--- src/rtl/fft_output_reorder.sv ---
// fft_output_reorder
//   Captures one N-point FFT frame that arrives in bit-reversed order and
//   replays it in natural order over a valid/ready stream. Capture is armed by
//   the rising edge of the control unit's cycle-done flag.
//   Optional build macro FFT_REORDER_SCALE_EN: outputs are divided by N
//   (arithmetic shift right by LOG2N); otherwise samples pass through unchanged.
module fft_output_reorder #(
  parameter int N      = 16,
  parameter int LOG2N  = 4,
  parameter int DATA_W = 16
) (
  input  logic                     i_clk,
  input  logic                     i_rst_n,
  input  logic                     i_cycle_done,
  input  logic                     i_valid,
  output logic                     o_ready,
  input  logic signed [DATA_W-1:0] i_re,
  input  logic signed [DATA_W-1:0] i_im,
  output logic                     o_valid,
  input  logic                     i_ready,
  output logic signed [DATA_W-1:0] o_re,
  output logic signed [DATA_W-1:0] o_im,
  output logic [LOG2N-1:0]         o_index,
  output logic                     o_frame_done,
  output logic                     o_err
);

  typedef enum logic [1:0] {
    ST_IDLE  = 2'd0,
    ST_FILL  = 2'd1,
    ST_DRAIN = 2'd2
  } state_t;

  localparam logic [LOG2N-1:0] LAST_IDX = LOG2N'(N - 1);

  state_t                  state_reg, state_next;
  logic                    cycle_done_reg;
  logic                    arm;
  logic [LOG2N-1:0]        wr_cnt_reg, wr_cnt_next;
  logic [LOG2N-1:0]        rd_cnt_reg, rd_cnt_next;
  logic [LOG2N-1:0]        wr_addr;
  logic [LOG2N-1:0]        rd_addr;
  logic                    mem_we;
  logic                    out_load;
  logic                    frame_done_reg, frame_done_next;
  logic                    err_reg, err_next;
  logic [2*DATA_W-1:0]     mem [N];
  logic [2*DATA_W-1:0]     out_reg;
  logic signed [DATA_W-1:0] stored_re;
  logic signed [DATA_W-1:0] stored_im;

  assign arm = i_cycle_done & ~cycle_done_reg;

  // The write address is the arrival count with its bits mirrored.
  generate
    for (genvar gi = 0; gi < LOG2N; gi++) begin : g_bitrev
      assign wr_addr[gi] = wr_cnt_reg[LOG2N-1-gi];
    end
  endgenerate

  // Next-state, counter and control decode for the fill/drain sequence.
  always_comb begin
    state_next      = state_reg;
    wr_cnt_next     = wr_cnt_reg;
    rd_cnt_next     = rd_cnt_reg;
    frame_done_next = 1'b0;
    err_next        = err_reg;
    mem_we          = 1'b0;
    out_load        = 1'b0;
    rd_addr         = rd_cnt_reg + 1'b1;
    o_ready         = 1'b0;
    o_valid         = 1'b0;
    case (state_reg)
      ST_IDLE: begin
        if (arm) begin
          state_next  = ST_FILL;
          wr_cnt_next = '0;
        end
      end
      ST_FILL: begin
        o_ready = 1'b1;
        if (arm) err_next = 1'b1;
        if (i_valid) begin
          mem_we = 1'b1;
          if (wr_cnt_reg == LAST_IDX) begin
            // Bin 0 was written by the first accept, so it is already readable.
            state_next  = ST_DRAIN;
            wr_cnt_next = '0;
            rd_cnt_next = '0;
            rd_addr     = '0;
            out_load    = 1'b1;
          end else begin
            wr_cnt_next = wr_cnt_reg + 1'b1;
          end
        end
      end
      ST_DRAIN: begin
        o_valid = 1'b1;
        if (arm) err_next = 1'b1;
        if (i_ready) begin
          if (rd_cnt_reg == LAST_IDX) begin
            state_next      = ST_IDLE;
            rd_cnt_next     = '0;
            frame_done_next = 1'b1;
          end else begin
            rd_cnt_next = rd_cnt_reg + 1'b1;
            out_load    = 1'b1;
          end
        end
      end
      default: begin
        state_next = ST_IDLE;
      end
    endcase
  end

  // State, counters, edge detector and status flags.
  always_ff @(posedge i_clk or negedge i_rst_n) begin
    if (!i_rst_n) begin
      state_reg      <= ST_IDLE;
      cycle_done_reg <= 1'b0;
      wr_cnt_reg     <= '0;
      rd_cnt_reg     <= '0;
      frame_done_reg <= 1'b0;
      err_reg        <= 1'b0;
    end else begin
      state_reg      <= state_next;
      cycle_done_reg <= i_cycle_done;
      wr_cnt_reg     <= wr_cnt_next;
      rd_cnt_reg     <= rd_cnt_next;
      frame_done_reg <= frame_done_next;
      err_reg        <= err_next;
    end
  end

  // Frame buffer write port; contents need no reset.
  always_ff @(posedge i_clk) begin
    if (mem_we) mem[wr_addr] <= {i_re, i_im};
  end

  // Registered read into the output holding register; holds under backpressure.
  always_ff @(posedge i_clk or negedge i_rst_n) begin
    if (!i_rst_n) begin
      out_reg <= '0;
    end else if (out_load) begin
      out_reg <= mem[rd_addr];
    end
  end

  assign stored_re = out_reg[2*DATA_W-1:DATA_W];
  assign stored_im = out_reg[DATA_W-1:0];

`ifdef FFT_REORDER_SCALE_EN
  assign o_re = stored_re >>> LOG2N;
  assign o_im = stored_im >>> LOG2N;
`else
  assign o_re = stored_re;
  assign o_im = stored_im;
`endif

  assign o_index      = rd_cnt_reg;
  assign o_frame_done = frame_done_reg;
  assign o_err        = err_reg;

endmodule
--- config.mk ---
export PLATFORM = sky130hd
export DESIGN_NAME = fft_output_reorder
export DESIGN_NICKNAME = d
export VERILOG_FILES = /design/src/rtl/fft_output_reorder.sv
export SDC_FILE = /design/constraint.sdc
export NUM_CORES = 1
export LEC_CHECK = 0
export BUFFER_PORTS_ARGS = -buffer_cell sky130_fd_sc_hd__buf_4
export CELL_PAD_IN_SITES_DETAIL_PLACEMENT = 2
export CELL_PAD_IN_SITES_GLOBAL_PLACEMENT = 2
export CORE_MARGIN = 1
export CORE_UTILIZATION = 44
export CTS_BUF_LIST = sky130_fd_sc_hd__clkbuf_4 sky130_fd_sc_hd__clkbuf_8
export CTS_CLUSTER_SIZE = 12
export DETAILED_ROUTE_END_ITERATION = 12
export PLACE_DENSITY_LB_ADDON = 0.2
export SYNTH_ARGS = -nofsm -noshare
export SYNTH_HDL_FRONTEND = slang
export SYNTH_SLANG_ARGS = --single-unit
--- constraint.sdc ---
create_clock -name i_clk -period 4.25 [get_ports i_clk]
set_clock_uncertainty 0.2 [all_clocks]
set_input_delay 0.85 -clock i_clk [delete_from_list [all_inputs] [get_ports i_clk]]
set_output_delay 0.85 -clock i_clk [all_outputs]
set_load 0.02 [all_outputs]
==> impl_metrics.py <==
metrics = {
    "clock_network": {
        "num_cts_buffers": 93,
        "path_clk_slew_ns": 0.06,
        "cts_tree": "built",
        "cts_max_path_buffers": 3,
        "clkLatencyLatePin_ns": 0.69,
        "post_cts.resized_instances": 0,
        "cts_root_buffer": "sky130_fd_sc_hd__clkbuf_8",
        "clock_sinks": 557,
        "cts.repair_timing.setup_buffer_count": 0,
        "hold_buffers": 0,
        "cts.htree.levels": 3,
    },
    "timing": {
        "slew-limit-headroom_pct": 40.75,
        "setup_viol_count_final": 0,
        "report.final.slew_viol_count": 0,
        "post-route-min-period_ns": 3.299,
        "worst_setup_margin_ns": 0.9512,
        "clock.fmax_ghz": 0.3031,
        "setup_total_negative_slack_ns": 0,
        "final-hold-violation-count": 0,
        "finalCritPeriodShare_pct": 77.62,
        "rsz0062_at_grt": "no",
        "worst-slew-pin-transition_ns": 0.8888,
    },
    "setup_path": {
        "worst_setup_path_start_kind": "flip-flop",
        "path_max_fanout": 50,
        "rrSetupSlack_ns": 0.95,
        "critPathKind": "flip-flop to flip-flop",
        "critical_path.reg2reg.startpoint": "state_reg[1]",
        "worstRegToRegCells": 9,
        "r2r-end": "out_reg[21]",
        "critical_path_required_ns": 4.66,
        "type_of_destination_of_the_critical_path": "flip-flop",
        "arrival_ns": 3.71,
    },
    "synthesis": {
        "part_of_the_yosys_area_used_for_sequential_elements_pct": 73.68,
        "synth-warning-count": 0,
        "synth_edf_count": 512,
        "synthCells": 1327,
        "syn_area_per_cell_um2": 16.88,
        "share_of_flip_flops_with_an_asynchronous_set_or_reset_pct": 8.079,
        "mappedNetlistNets": 1373,
        "ys.flop_type": "sky130_fd_sc_hd__edfxtp_1",
        "count_of_different_cell_masters_after_synthesis": 40,
        "ys_ff_latch": 557,
        "synth_area_um2": 22400,
    },
    "detailed_routing": {
        "post-route-drc-count": 0,
        "drtIter0Drc": 961,
        "drt_pass1_iterations": 5,
        "via_density_per_instance": 6.097,
        "routedWlPerCell_um": 31.08,
        "drt_wl_total_mm": 68.18,
        "antenna_violating_nets_post_route": 0,
        "via_count": 13380,
    },
    "placed_design": {
        "place_ws_ns": 0.9653,
        "place_area_um2": 23980,
        "gpl.final_weighted_congestion": 0.7233,
        "placement.io_buffers": 76,
        "detailedPlacementHpwl_mm": 37.91,
    },
    "final_layout": {
        "layout-drive-gt1-share_pct": 28.71,
        "fin_nets": 1491,
        "layout.cells.most_common_list": "sky130_fd_sc_hd__edfxtp_1 (512), sky130_fd_sc_hd__buf_4 (110), sky130_fd_sc_hd__clkbuf_8 (97)",
        "areaGrowthSynthToFinish_pct": 15.46,
        "antenna_cells_inserted": 0,
        "postLayoutCellArea_um2": 25860,
        "utilization_pct": 51.54,
        "largest_register_ffs": 512,
        "mostFrequentLayoutCell": "sky130_fd_sc_hd__edfxtp_1",
        "n_fill_cell": 4506,
    },
    "status": {
        "outcome": "finished, final reports clean",
    },
    "floorplan": {
        "starting_density_pct": 44.64,
        "num_rows": 82,
        "die_y_um": 227.6,
        "boundaryPins": 77,
        "die_area_um2": 51810,
        "core_um2": 50170,
        "chipWidth_um": 227.6,
    },
    "grt": {
        "grt-ovfl-total": 0,
        "wire_length_of_the_first_global_routing_pass_mm": 101.3,
        "grt_pass1_vias": 15190,
        "antenna_found_initial": 0,
        "globalRouteTotalUtil_pct": 27.31,
        "grt_start_max_net_pins": 97,
    },
    "power": {
        "static-leakage-power_nw": 8.524,
        "power_mw": 16.20,
        "max-vdd-ir-drop_uv": 412.2,
        "power.density_cell_area_nw_per_um2": 626.3,
    },
    "hold_path": {
        "hold_class": "input port to async pin",
    },
    "job": {
        "drv_cap": 0,
    },
}
## metal layers
metal	routed length [um]	vias up	track usage, %
li1	-	5580	-
met1	28290	7302	34.77
met2	35440	382	47.92
met3	2852	113	3.972
met4	1594	0	9.136
met5	0	-	0
## where the power goes
group / internal (mW) / switching [mW] / total (mW)
clock: 2.61 / 2.22 / 4.83
combinational: 1.84 / 2.96 / 4.81
sequential: 6.29 / 0.268 / 6.56
## stage by stage
stage	hold slack [ns]	instances
floorplan	0.3062	1327
global placement	0.2606	2022
detailed placement	0.2727	2022
CTS	0.04291	2194
global route	0.06684	2194
finish	0.08335	2194
## critical path, cell delays in order (launching register included)
cell	delay [ns]
sky130_fd_sc_hd__dfrtp_1	0.39
sky130_fd_sc_hd__inv_1	0.11
sky130_fd_sc_hd__ha_1	0.45
sky130_fd_sc_hd__and4_1	0.38
sky130_fd_sc_hd__nand2_4	0.28
sky130_fd_sc_hd__inv_2	0.43
sky130_fd_sc_hd__buf_12	0.38
sky130_fd_sc_hd__nand2_1	0.11
sky130_fd_sc_hd__a311o_1	0.37
sky130_fd_sc_hd__o211ai_1	0.09
## cells by family after synthesis
family / after synthesis / synth area share [%]
muxes: 132 / 9.844
buffers and inverters: 107 / 2.084
xor gates and xnor gates: 3 / 0.1509
AOI/OAI and AO/OA: 275 / 8.430
DFF: 557 / 73.68
and+or+nand+nor: 244 / 5.313
adders and majority gates: 9 / 0.5028
## synthesized netlist by cell type, types with 2 or more instances
cell / number / area, um^2
sky130_fd_sc_hd__a21oi_1: 94 / 470.5
sky130_fd_sc_hd__a221o_1: 32 / 320.3
sky130_fd_sc_hd__a22o_1: 4 / 35.03
sky130_fd_sc_hd__a22oi_1: 32 / 240.2
sky130_fd_sc_hd__and2_1: 10 / 62.56
sky130_fd_sc_hd__and3_1: 4 / 25.02
sky130_fd_sc_hd__buf_1: 5 / 18.77
sky130_fd_sc_hd__buf_2: 31 / 155.2
sky130_fd_sc_hd__buf_6: 3 / 33.78
sky130_fd_sc_hd__clkbuf_1: 58 / 217.7
sky130_fd_sc_hd__dfrtp_1: 45 / 1126
sky130_fd_sc_hd__edfxtp_1: 512 / 15370
sky130_fd_sc_hd__ha_1: 9 / 112.6
sky130_fd_sc_hd__inv_1: 9 / 33.78
sky130_fd_sc_hd__mux2_2: 66 / 743.2
sky130_fd_sc_hd__mux2i_1: 2 / 20.02
sky130_fd_sc_hd__mux4_2: 64 / 1441
sky130_fd_sc_hd__nand2_1: 79 / 296.5
sky130_fd_sc_hd__nand3_1: 9 / 45.04
sky130_fd_sc_hd__nand4_1: 2 / 12.51
sky130_fd_sc_hd__nor2_1: 38 / 142.6
sky130_fd_sc_hd__nor2b_1: 35 / 219.0
sky130_fd_sc_hd__nor3_1: 32 / 160.2
sky130_fd_sc_hd__nor3b_1: 2 / 15.01
sky130_fd_sc_hd__o2111ai_1: 31 / 271.5
sky130_fd_sc_hd__o211ai_1: 2 / 15.01
sky130_fd_sc_hd__o21ai_0: 42 / 210.2
sky130_fd_sc_hd__o311ai_1: 31 / 271.5
sky130_fd_sc_hd__o31ai_1: 2 / 15.01
sky130_fd_sc_hd__or3_1: 31 / 193.9
sky130_fd_sc_hd__xnor2_1: 2 / 17.52
## layout make-up
type	count	area (um^2)	share of cell area, %
tap	672	840.8	3.251
multi-input combinational	663	5555	21.48
timing repair buffer	121	1046	4.045
clock buffer	138	1643	6.353
clock inverter	34	236.5	0.9145
sequential	557	16500	63.82
inverter	9	33.78	0.1306
## worst max-delay path by stage
stage | end | startpoint | slack (ns) | cells after the start
global placement | out_reg[21] | state_reg[1] | 1.10 | 9
global route | out_reg[21] | state_reg[1] | 0.80 | 9
CTS | out_reg[21] | state_reg[1] | 0.96 | 9
detailed placement | out_reg[21] | state_reg[1] | 0.97 | 9
floorplan | mem[12][0] | i_valid | 0.02 | 4
finish | out_reg[21] | state_reg[1] | 0.95 | 9
No activity file was read; power rests on OpenSTA's default activity.
